==> src/rtl/mux_nx1_rr_if.sv <==
// Handshake/bus bundle for mux_nx1_rr.
//   mode, sel          : selection controls (consumer side drives)
//   in_data, in_valid  : N_CH producer streams, channel k at [k*WIDTH +: WIDTH]
//   in_ready           : per-channel ready, one-hot or zero
//   out_data, out_chan : registered output word and its source channel
//   out_valid          : registered output valid
//   out_ready          : consumer ready
// master = environment side, slave = the mux.
interface mux_nx1_rr_if #(
   parameter int unsigned N_CH  = 9,
   parameter int unsigned WIDTH = 8,
   parameter int unsigned SEL_W = 4
);
   logic [1:0]            mode;
   logic [SEL_W-1:0]      sel;
   logic [N_CH*WIDTH-1:0] in_data;
   logic [N_CH-1:0]       in_valid;
   logic [N_CH-1:0]       in_ready;
   logic [WIDTH-1:0]      out_data;
   logic [SEL_W-1:0]      out_chan;
   logic                  out_valid;
   logic                  out_ready;

   modport master (
      output mode, sel, in_data, in_valid, out_ready,
      input  in_ready, out_data, out_chan, out_valid
   );

   modport slave (
      input  mode, sel, in_data, in_valid, out_ready,
      output in_ready, out_data, out_chan, out_valid
   );
endinterface

==> src/rtl/mux_nx1_rr.sv <==
// Registered N:1 stream multiplexer with direct, fixed-priority and round-robin selection.
// Ports:
//   clk : rising-edge clock
//   rst : synchronous active-high reset
//   bus : mux_nx1_rr_if slave modport (mode/sel, N_CH input streams, one output stream)
// One word per cycle is forwarded; the output register drains and reloads in the same cycle.
module mux_nx1_rr #(
   parameter int unsigned N_CH  = 9,
   parameter int unsigned WIDTH = 8,
   parameter int unsigned SEL_W = 4
) (
   input logic         clk,
   input logic         rst,
   mux_nx1_rr_if.slave bus
);

   logic [WIDTH-1:0] out_data_q, out_data_d;
   logic [SEL_W-1:0] out_chan_q, out_chan_d;
   logic             out_valid_q, out_valid_d;
   logic [SEL_W-1:0] rr_ptr_q, rr_ptr_d;

   logic             load_en;
   logic             gnt_valid;
   logic [SEL_W-1:0] gnt_idx;
   logic [WIDTH-1:0] gnt_data;

   // Round-robin helpers: lowest valid channel at/after the pointer, and lowest overall.
   logic             hi_hit, lo_hit;
   logic [SEL_W-1:0] hi_idx, lo_idx;

   // Output register can accept a new word when empty or being drained this cycle.
   assign load_en = !out_valid_q || bus.out_ready;

   always_comb begin
      hi_hit = 1'b0;
      hi_idx = '0;
      lo_hit = 1'b0;
      lo_idx = '0;
      // Descending scan so the lowest matching index is the last one written.
      for (int k = int'(N_CH) - 1; k >= 0; k--) begin
         if (bus.in_valid[k]) begin
            lo_hit = 1'b1;
            lo_idx = SEL_W'(k);
            if (SEL_W'(k) >= rr_ptr_q) begin
               hi_hit = 1'b1;
               hi_idx = SEL_W'(k);
            end
         end
      end
   end

   always_comb begin
      gnt_valid = 1'b0;
      gnt_idx   = '0;
      if (!rst && load_en) begin
         case (bus.mode)
            2'd0: begin
               // Compare against each real channel so sel >= N_CH never matches.
               for (int unsigned k = 0; k < N_CH; k++) begin
                  if (bus.sel == SEL_W'(k) && bus.in_valid[k]) begin
                     gnt_valid = 1'b1;
                     gnt_idx   = SEL_W'(k);
                  end
               end
            end
            2'd1: begin
               gnt_valid = lo_hit;
               gnt_idx   = lo_idx;
            end
            2'd2: begin
               // Wrap-around search: anything at/after the pointer first, else the lowest.
               gnt_valid = hi_hit || lo_hit;
               gnt_idx   = hi_hit ? hi_idx : lo_idx;
            end
            default: begin
               gnt_valid = 1'b0;
               gnt_idx   = '0;
            end
         endcase
      end
   end

   always_comb begin
      gnt_data     = '0;
      bus.in_ready = '0;
      for (int unsigned k = 0; k < N_CH; k++) begin
         if (gnt_idx == SEL_W'(k)) begin
            gnt_data = bus.in_data[k*WIDTH +: WIDTH];
         end
         bus.in_ready[k] = gnt_valid && (gnt_idx == SEL_W'(k));
      end
   end

   always_comb begin
      out_valid_d = out_valid_q;
      out_data_d  = out_data_q;
      out_chan_d  = out_chan_q;
      rr_ptr_d    = rr_ptr_q;
      if (load_en) begin
         out_valid_d = gnt_valid;
         if (gnt_valid) begin
            out_data_d = gnt_data;
            out_chan_d = gnt_idx;
            if (bus.mode == 2'd2) begin
               rr_ptr_d = (gnt_idx == SEL_W'(N_CH - 1)) ? '0 : gnt_idx + SEL_W'(1);
            end
         end
      end
   end

   always_ff @(posedge clk) begin
      if (rst) begin
         out_valid_q <= 1'b0;
         out_data_q  <= '0;
         out_chan_q  <= '0;
         rr_ptr_q    <= '0;
      end else begin
         out_valid_q <= out_valid_d;
         out_data_q  <= out_data_d;
         out_chan_q  <= out_chan_d;
         rr_ptr_q    <= rr_ptr_d;
      end
   end

   assign bus.out_valid = out_valid_q;
   assign bus.out_data  = out_data_q;
   assign bus.out_chan  = out_chan_q;

endmodule

==> src/flat_wrapper.sv <==
// flat-port wrapper written by rule: the top's interface ports become plain ports
module mux_nx1_rr_flat 
#(
   parameter int unsigned N_CH  = 9,
   parameter int unsigned WIDTH = 8,
   parameter int unsigned SEL_W = 4
)
  (clk, rst, bus_mode, bus_sel, bus_in_data, bus_in_valid, bus_out_ready, bus_in_ready, bus_out_data, bus_out_chan, bus_out_valid);
  mux_nx1_rr_if #(.N_CH(N_CH), .WIDTH(WIDTH), .SEL_W(SEL_W)) bus_i ();
  input logic clk;
  input logic rst;
  input wire logic [$bits(bus_i.mode)-1:0] bus_mode;
  input wire logic [$bits(bus_i.sel)-1:0] bus_sel;
  input wire logic [$bits(bus_i.in_data)-1:0] bus_in_data;
  input wire logic [$bits(bus_i.in_valid)-1:0] bus_in_valid;
  input wire logic [$bits(bus_i.out_ready)-1:0] bus_out_ready;
  output wire logic [$bits(bus_i.in_ready)-1:0] bus_in_ready;
  output wire logic [$bits(bus_i.out_data)-1:0] bus_out_data;
  output wire logic [$bits(bus_i.out_chan)-1:0] bus_out_chan;
  output wire logic [$bits(bus_i.out_valid)-1:0] bus_out_valid;
  assign bus_i.mode = bus_mode;
  assign bus_i.sel = bus_sel;
  assign bus_i.in_data = bus_in_data;
  assign bus_i.in_valid = bus_in_valid;
  assign bus_i.out_ready = bus_out_ready;
  assign bus_in_ready = bus_i.in_ready;
  assign bus_out_data = bus_i.out_data;
  assign bus_out_chan = bus_i.out_chan;
  assign bus_out_valid = bus_i.out_valid;
  mux_nx1_rr #(.N_CH(N_CH), .WIDTH(WIDTH), .SEL_W(SEL_W)) u_core (.clk(clk), .rst(rst), .bus(bus_i));
endmodule
==> config.mk <==
export PLATFORM = sky130hd
export DESIGN_NAME = mux_nx1_rr_flat
export DESIGN_NICKNAME = d
export VERILOG_FILES = /design/src/rtl/mux_nx1_rr_if.sv /design/src/rtl/mux_nx1_rr.sv /design/src/flat_wrapper.sv
export SDC_FILE = /design/constraint.sdc
export NUM_CORES = 1
export LEC_CHECK = 0
export CELL_PAD_IN_SITES_DETAIL_PLACEMENT = 0
export CELL_PAD_IN_SITES_GLOBAL_PLACEMENT = 2
export CORE_MARGIN = 2
export CORE_UTILIZATION = 22
export CTS_BUF_LIST = sky130_fd_sc_hd__clkbuf_8
export DETAILED_ROUTE_END_ITERATION = 8
export GPL_ROUTABILITY_DRIVEN = 0
export HOLD_SLACK_MARGIN = 0.06
export PLACE_DENSITY_LB_ADDON = 0.08
export REMOVE_ABC_BUFFERS = 1
export SYNTH_ARGS = -nofsm -noshare
export SYNTH_HDL_FRONTEND = slang
export SYNTH_SLANG_ARGS = --single-unit
==> constraint.sdc <==
create_clock -name clk -period 7.04 [get_ports clk]
set_clock_uncertainty 0.15 [all_clocks]
set_input_delay 1.408 -clock clk [delete_from_list [all_inputs] [get_ports clk]]
set_output_delay 1.408 -clock clk [all_outputs]
set_load 0.05 [all_outputs]
==> results of run 1 <==
==> registers in the layout, summed over array words and instances (netlist names) <==
register              count
u_core.rr_ptr_q           4
u_core.bus.out_chan       4
u_core.bus.out_valid      1
u_core.bus.out_data       8
==> worst max-delay path, stage by stage <==
cell             delay [ns]
clkdlybuf4s50_1        0.63
and4b_1                0.23
nor3_1                 0.33
a21oi_1                0.12
a41oi_1                0.24
a2111oi_0              0.13
o21ai_1                0.37
ha_1                   0.48
inv_1                  0.18
nor2_1                 0.13
clkdlybuf4s50_1        0.84
==> layer usage <==
| layer | wire length, um | part of all wire | vias to the layer above | track usage |
|---|---|---|---|---|
| li1 | - | - | 1294 | - |
| met1 | 4376 | 0.51 | 1148 | 0.2561 |
| met2 | 3651 | 0.43 | 81 | 0.2617 |
| met3 | 506 | 0.059 | 2 | 0.02427 |
| met4 | 25 | 0.0029 | 0 | 0.01897 |
| met5 | 0 | 0 | - | 0 |
==> area by class of cell <==
type / count / area, um2 / area share
inverters: 11 / 41.29 / 0.01245
clock buffers: 3 / 41.29 / 0.01245
flip-flops and latches: 17 / 340.3 / 0.1026
repair buffers: 118 / 1191 / 0.3592
well taps: 111 / 138.9 / 0.04189
clock inverters: 1 / 5.005 / 0.001509
multi-input cells: 236 / 1558 / 0.4698
==> final timing paths <==
check | from | to | slack (ns) | depth (start not counted)
hold reg to reg | u_core.bus.out_chan[1] | u_core.bus.out_chan[1] | 0.32 | 2
setup / recovery | bus_in_valid[7] | bus_in_ready[4] | 0.39 | 11
hold / removal | u_core.bus.out_chan[1] | u_core.bus.out_chan[1] | 0.32 | 2
setup reg to reg | u_core.rr_ptr_q[1] | u_core.bus.out_data[3] | 2.53 | 15
==> placed cells by master, fill, tap and decap left out, types with 3 or more instances in the layout <==
cell,synthesis,layout
and3_1,6,6
clkdlybuf4s50_1,0,107
inv_1,11,11
a21o_1,9,9
a211oi_1,9,9
nor2_1,27,27
o21ai_0,11,11
nand3_1,9,9
mux2i_1,10,10
clkbuf_8,0,3
a21oi_1,16,16
buf_12,0,3
ha_1,4,4
a22oi_1,8,8
a32o_1,8,8
o21ai_1,3,3
nand2b_1,11,11
buf_4,0,8
dfxtp_1,17,17
o31ai_1,3,3
nand2_1,26,26
o32ai_1,10,10
nor2b_1,8,8
a32oi_1,7,7
o22ai_1,10,10
==> power breakdown <==
group          internal (uW)  switching (uW)  total (uW)
clock                   39.2            34.3        73.5
combinational           97.0            99.7         197
sequential               104            5.81         110
==> kinds of logic after synthesis <==
family | count (synthesis) | synth area share
AO/OA/AOI/OAI | 112 | 0.3961
XOR/XNOR | 1 | 0.004280
adder cells (fa/ha/maj) | 4 | 0.02445
buffers and inverters | 34 | 0.07274
flip-flops | 17 | 0.1663
multiplexers | 11 | 0.05990
AND/OR/NAND/NOR | 108 | 0.2763
==> cell usage after synthesis, types with 2 or more instances <==
master / count
a21oi_1: 16
dfxtp_1: 17
a21boi_0: 2
nor2_1: 27
a22oi_1: 8
nand3_1: 9
nor2b_1: 8
buf_2: 5
nand3b_1: 2
nor3_1: 2
or3_1: 2
a32oi_1: 7
o22ai_1: 10
buf_1: 2
buf_6: 2
o21ai_0: 11
a41oi_1: 2
a211oi_1: 9
a32o_1: 8
a31oi_1: 2
o32ai_1: 10
inv_1: 11
o21bai_1: 2
and3_1: 6
and2_1: 2
clkbuf_1: 14
ha_1: 4
mux2i_1: 10
a21o_1: 9
nand2b_1: 11
o21ai_1: 3
o31ai_1: 3
nand2_1: 26
==> metrics by stage <==
step / total power [uW] / util
after floorplan: 209.1 / -
final: 380.3 / 0.3623
after global routing: 406.6 / 0.3623
after CTS: 386.2 / 0.3623
after detailed placement: 308.8 / 0.3572
after global placement: 309.7 / 0.3572
==> metrics.csv, run 1 <==
stage,metric,value,unit
finish,area.growth.synth_to_final,61.98,%
setup_path,criticalPathCategory,in -> out,
outcome,status,"finished, final reports clean",
power_and_ir_drop,irDropWorstVdd,0.00006338,V
worst_hold_path,hold_path_class,reg -> reg,
clock_tree,post_cts_buffers,0,
global_routing,grt_max_degree,19,
logic_synthesis,synth_seq_area_share,0.1663,
timing,tightest_slew,0.6588,ns
power_and_ir_drop,power_density,114.7,nW/um2
setup_path,cp.arrival,5.09,ns
floorplan,die_y,100.5,um
setup_path,end_kind,output pin,
floorplan,die_w,100.5,um
logic_synthesis,synth.avg_cell_area,7.132,um2
placement,port_buffers,111,
finish,antenna_cells,0,
clock_tree,cts.sink_count,17,
global_routing,gr-total-overflow,0,
power_and_ir_drop,p_leak,0.001197,uW
logic_synthesis,synth_edf_count,0,
placement,dp_cells,493,
clock_tree,cts.repair.resized,0,
logic_synthesis,ys.warnings.count,0,
clock_tree,htreeDepth,1,
global_routing,grt_usage,0.1693,
routing,drcViolationCount,0,
timing,period_needed,6.648,ns
floorplan,die_area,10090,um2
setup_path,crit_fanout,11,
timing,hold_violations,0,
setup_path,crit_path_start_kind,primary input,
routing,drtAntennaViolNets,0,
floorplan,initial_core_util,0.2237,
global_routing,antenna_found_initial,0,
logic_synthesis,synth_top_cell_by_area,dfxtp_1,
routing,vias,2525,
routing,totalWireLength,8560,um
clock_tree,clk_latency,0.25,ns
timing,fmax,0.1504,GHz
global_routing,grt_pass1_vias,2571,
job,cap_violations,0,
logic_synthesis,async_flop_share,0,
logic_synthesis,synth_area,2047,um2
routing,drt_iter0_drc,103,
clock_tree,clk_path_buf_depth,2,
timing,setup-tns-final,0,ns
timing,maxSlewHeadroom,0.5494,
logic_synthesis,syn_inst,287,
logic_synthesis,synth_top_area_share,0.1663,
timing,worst_slack,0.3919,ns
timing,rsz0062_at_grt,false,
clock_tree,cts_tree,built,
clock_tree,root_buffer,clkbuf_8,
clock_tree,cts_buffers,3,
finish,fin_cells,497,
routing,dr.pass1.iters,5,
logic_synthesis,synth_area_leaders,"dfxtp_1 17%, nor2_1 5.0%, mux2i_1 4.9%",
global_routing,grt_pass1_wl,13630,um
floorplan,core_area,9153,um2
finish,fin_nets,481,
finish,num-fill-cells,997,
logic_synthesis,ys.flop_type,dfxtp_1,
setup_path,required,5.48,ns
logic_synthesis,synth_cell_types,58,
clock_tree,clk_pin_slew,0.07,ns
routing,via_per_inst,5.080,
timing,slew_violations,0,
timing,fin_hold_ws,0.3187,ns
finish,fin_area,3316,um2
finish,drive_above_1_share,0.05959,
timing,period_share,0.9443,
placement,place_ws,0.4173,ns
placement,post-dp-hpwl,6601,um
floorplan,num_rows,35,
timing,setup_viol,0,
floorplan,num_io_pins,112,
routing,avgRoutedWirePerCell,17.22,um
placement,placed_area,3269,um2
logic_synthesis,ys_ff_latch,17,
clock_tree,cts_hold_buf,0,
No activity file was read; power rests on OpenSTA's default activity.
==> run 2, diff against run 1 <==
CTS_CLUSTER_SIZE = 40   (was not set)
==> results of run 2 <==
No change in the layout: final DEF, timing and power equal those of run 1.
==> RTL change 1 (settings of run 1) <==
`out_data_q` no longer has a reset.
--- a/src/rtl/mux_nx1_rr.sv
+++ b/src/rtl/mux_nx1_rr.sv
@@ -113,3 +113,2 @@
          out_valid_q <= 1'b0;
-         out_data_q  <= '0;
          out_chan_q  <= '0;
@@ -118,3 +117,2 @@
          out_valid_q <= out_valid_d;
-         out_data_q  <= out_data_d;
          out_chan_q  <= out_chan_d;
@@ -122,2 +120,6 @@
       end
+   end
+
+   always_ff @(posedge clk) begin
+      out_data_q <= out_data_d;
    end
Function: differs if rst is asserted again (counterexample within 4 cycles, from zero or initial values and one cycle with rst high); with rst held inactive, the same outputs for 4 cycles.
==> RTL change 1 against run 1 <==
  * Sequential share of layout area increased by 2.9 points
  * Sequential cell count unchanged
  * Combinational power decreased by 16%
  * Worst hold slack improved by 0.0055 ns
  * Count of clock-buffer cells in the layout unchanged
  * Wire length decreased by 7.9%
  * Power decreased by 6.2%
  * Sequential power increased by 5%
  * Setup slack got worse by 0.095 ns
  * Cell area decreased by 3.8%
  * Area after synthesis decreased by 5.8%
  * Clock power increased by 4.2%
  * Maximum frequency decreased by 1.4%
  * Highest routed layer unchanged
==> RTL change 1: results (changes against run 1) <==
Power and ir drop
  – Worst vdd ir: 50.40 µV (-20%)
  – Internal: 0.2356 mW (-2.1%)
  – Sequential share of power: 0.322 (+0.032)
  – Clock group total power: 0.0766 mW (+4.2%)
  – Power share of the clock group: 0.215 (+0.022)
  – LEAKAGE: 1.140 nW (-4.7%)

Worst setup path
  – CP arrival: 5.19 ns (+0.10 ns)
  – Origin of the critical flop-to-flop path: u_core.rr_ptr_q[2]

Synth
  – Fraction of synthesized area in multiplexers: 0.03374 (-0.02616)
  – Compound-gate portion of the synthesized area: 0.3848 (-0.01127)
  – Number of enable flip-flop cells after synthesis: 8 (+8)
  – Gate Count Post-Synth: 249 (-13%)
  – Parity-gate share of the synthesized area counting xor and xnor cells: 0 (-0.004279)

GRT
  – Global routing usage summed across all routing layers: 0.1619 (-0.007379)
  – GR Util met3: 0.03453 (+0.01026)
  – Met2 track demand over resource: 0.2446 (-0.01718)
  – Met1 track utilization from global routing: 0.2427 (-0.01345)
  – Global-route wire length before repair: 12.64 mm (-7.3%)

Route
  – Met3 wirelength from detailed routing: 428 µm (-15%)
  – Met2 WL: 3.454 mm (-5.4%)
  – Routed wire per std cell: 17.03 µm (-1.1%)
  – Sum of routed wire segments on met1: 3.968 mm (-9.3%)
  – Iteration count of the initial detailed-routing pass: 4 (-1)
  – DRC violation total after the first TritonRoute iteration: 134 (+30%)
  – Vias per cell: 5.050 (-0.61%)

Place
  – Pre-CTS worst setup slack: 0.2731 ns (-0.1442 ns)
  – HPWL after DPL: 6.313 mm (-4.4%)

Cells and area
  – Nets: 450 (-6.4%)
  – Finished Layout Cells: 463 (-6.8%)
  – Fraction of layout instances using a drive strength above 1: 0.07042 (+0.01084)
  – Number of filler cells placed in the layout: 928 (-6.9%)

Run status
  – Run status: complete, no violations

Timing
  – Tightest slew margin relative to the limit: 0.4564 (-0.09308)
RTL change 1: cell count changes after synthesis, sizes merged, moves of 8 or more:
| cell | delta |
|---|---|
| edfxtp | +8 |
| o31ai | +8 |
| a32o | -8 |
| mux2i | -8 |
| nor2 | -10 |
| o32ai | -9 |
| dfxtp | -8 |
RTL change 1: worst paths after layout:
path | to | slack [ns] | cells past startpoint
worst min-delay path | u_core.bus.out_chan[3] | 0.32 | 2
worst max-delay path | bus_in_ready[0] | 0.30 | 11
worst min register to register | u_core.bus.out_chan[3] | 0.32 | 2
worst max register to register | u_core.bus.out_data[0] | 3.13 | 14
RTL change 1: layout make-up:
type,count,share of cell area
multi-input cells,202,0.4305
inverters,14,0.01648
clock inverters,1,0.001570
flip-flops and latches,17,0.1319
well taps,108,0.04239
clock buffers,3,0.01295
repair buffers,118,0.3642
==> RTL change 2 (config.mk and constraints of run 1) <==
Without the edit above. `WIDTH` is set to 8 in 3 places; all go to 10.
--- a/src/rtl/mux_nx1_rr_if.sv
+++ b/src/rtl/mux_nx1_rr_if.sv
@@ -10,3 +10,3 @@
    parameter int unsigned N_CH  = 9,
-   parameter int unsigned WIDTH = 8,
+   parameter int unsigned WIDTH = 10,
    parameter int unsigned SEL_W = 4
--- a/src/rtl/mux_nx1_rr.sv
+++ b/src/rtl/mux_nx1_rr.sv
@@ -8,3 +8,3 @@
    parameter int unsigned N_CH  = 9,
-   parameter int unsigned WIDTH = 8,
+   parameter int unsigned WIDTH = 10,
    parameter int unsigned SEL_W = 4
--- a/src/flat_wrapper.sv
+++ b/src/flat_wrapper.sv
@@ -4,3 +4,3 @@
    parameter int unsigned N_CH  = 9,
-   parameter int unsigned WIDTH = 8,
+   parameter int unsigned WIDTH = 10,
    parameter int unsigned SEL_W = 4
Interface: changed (resized bus_in_data and bus_out_data); port bits go from 112 to 132. The function was not compared with the original's and may differ.
==> RTL change 2 against run 1 <==
  * Power rose by 12%
  * Register-to-register slack improved by 0.27 ns
  * Via count rose by 5.5%
  * Final cell count rose by 6.0%
  * Setup slack improved by 0.25 ns
  * Die area rose by 3.6%
  * Area after synthesis rose by 3.7%
  * Wire length rose by 3.3%
  * Critical path type unchanged
  * Worst hold slack got worse by 0.0085 ns
  * Sequential cell count rose by 2
  * Critical endpoint is now bus_in_ready[8]
  * Highest routed layer unchanged
  * Cell area rose by 8.6%
  * Core utilization rose by 2.5 points
  * Critical path depth did not move
  * Sequential power rose by 13%
==> RTL change 2: results (changes against run 1) <==
Run status
  – Run status: complete, no violations

Synth
  – Top post-synthesis cells by area: sky130_fd_sc_hd__dfxtp_1 (18%), sky130_fd_sc_hd__a221o_1 (9.4%), sky130_fd_sc_hd__o21ai_0 (8.0%)
  – Compound-gate portion of the synthesized area: 0.4461 (+0.04999)
  – Proportion of synthesized chip area in sequential cells: 0.1791 (+0.01288)
  – Fraction of synthesized area in multiplexers: 0.02946 (-0.03044)
  – Parity-gate share of the synthesized area counting xor and xnor cells: 0 (-0.004279)
  – Count of unique library cells instantiated by Yosys: 61 (+5.2%)
  – Top cell types by occurrence after synthesis: sky130_fd_sc_hd__o21ai_0 (34), sky130_fd_sc_hd__nor2_1 (28), sky130_fd_sc_hd__a21oi_1 (25), sky130_fd_sc_hd__nand2_1 (25), sky130_fd_sc_hd__a221o_1 (20)
  – Post-Synth Adder-Cell Area: 0.02357 (-0.0008789)

Worst setup path
  – Largest stage delay, worst path: 0.85 ns
  – CP arrival: 4.84 ns (-0.25 ns)
  – Slowest stage cell, crit path: sky130_fd_sc_hd__nor2_1
  – Critical path launch point: bus_in_valid[0]
  – Cell count of the worst reg-to-reg path: 16 (+1)
  – Reg2Reg Setup Slack: 2.80 ns (+0.27 ns)
  – Critical R2R Capture: u_core.bus.out_data[7]
  – Family of cells with the greatest summed delay on the critical path: simple AND/OR/NAND/NOR gates
  – Maximum fanout along the worst path: 13 (+2)

Cells and area
  – Number of filler cells placed in the layout: 1002 (+0.50%)
  – Fraction of layout instances using a drive strength above 1: 0.1005 (+0.04092)
  – Nets: 511 (+6.2%)
  – Flip-flop count of the largest register, all copies and words added: 10 (+2)

GRT
  – Number of antenna violations at the first check in global routing: 0 (unchanged)
  – Met1 track utilization from global routing: 0.2097 (-0.04641)
  – Pin count of the biggest net entering global routing: 42 (+23)
  – Global-route wire length before repair: 13.39 mm (-1.8%)
  – GR Util met3: 0.03694 (+0.01266)
  – Via count of the first global-routing pass: 2572 (+0.039%)
  – Global routing usage summed across all routing layers: 0.1605 (-0.008803)
  – Met2 track demand over resource: 0.2778 (+0.01609)

Timing
  – Measured slew at the worst slew-check pin: 1.112 ns (+0.4535 ns)
  – Tmin final: 6.400 ns (-0.2479 ns)
  – Worst Hold Margin: 0.3102 ns (-0.008500 ns)

Route
  – Met3 wirelength from detailed routing: 495 µm (-2.2%)
  – DRC violation total after the first TritonRoute iteration: 111 (+7.8%)
  – Drt total wl: 8.843 mm (+3.3%)
  – Sum of routed wire segments on met1: 3.914 mm (-11%)
  – Met2 WL: 4.350 mm (+19%)

Place
  – Pre-CTS worst setup slack: 0.6046 ns (+0.1873 ns)
  – Count of buffers from port buffering: 131 (+18%)
  – HPWL after DPL: 6.884 mm (+4.3%)

Power and ir drop
  – Combinational Power: 0.223 mW (+13%)
  – LEAKAGE: 1.284 nW (+7.3%)
  – Internal: 0.2674 mW (+11%)
## RTL change 2: cell count changes after synthesis, sizes merged, moves of 8 or more
cell	run 1	this run
o21ai	14	44
nand2b	11	1
a221o	1	20
o32ai	10	0
a211oi	9	1
a222oi	0	10
a21o	9	0
a32o	8	0
o22ai	10	1
a21oi	16	26
## RTL change 2: metrics by stage
stage	cell area (µm²)	utilization	power [mW]	instances
5_1_grt	3600	0.3877	0.4523	527
4_1_cts	3600	0.3877	0.4299	527
3_5_place_dp	3555	0.3829	0.3508	523
2_1_floorplan	1987	-	0.2377	258
6_report	3600	0.3877	0.4258	527
3_3_place_gp	3555	0.3829	0.3516	523
## RTL change 2: worst max path at each step
| stage | to | cells after the start |
|---|---|---|
| 6_report | bus_in_ready[8] | 11 |
| 5_1_grt | bus_in_ready[8] | 11 |
| 4_1_cts | bus_in_ready[6] | 11 |
| 3_5_place_dp | bus_in_ready[6] | 11 |
| 3_3_place_gp | bus_in_ready[2] | 11 |
| 2_1_floorplan | bus_in_ready[7] | 10 |
## RTL change 2: final cells by class
cell class / instances / area [µm²] / area share
clock buffer: 3 / 41.29 / 0.01147
clock inverter: 1 / 3.754 / 0.001043
inverter: 10 / 37.54 / 0.01043
multi-input combinational: 229 / 1569 / 0.4359
sequential: 19 / 380.4 / 0.1057
tap: 129 / 161.4 / 0.04484
timing repair buffer: 136 / 1406 / 0.3907
## RTL change 2: worst reg2reg max path: cells and delay by family (launching register included)
| family | cells | cell delay [ns] |
|---|---|---|
| AND/OR/NAND/NOR | 3 | 0.46 |
| buffers and inverters | 3 | 0.60 |
| flip-flops | 1 | 0.57 |
| adder cells (fa/ha/maj) | 1 | 0.17 |
| AO/OA/AOI/OAI | 9 | 2.18 |
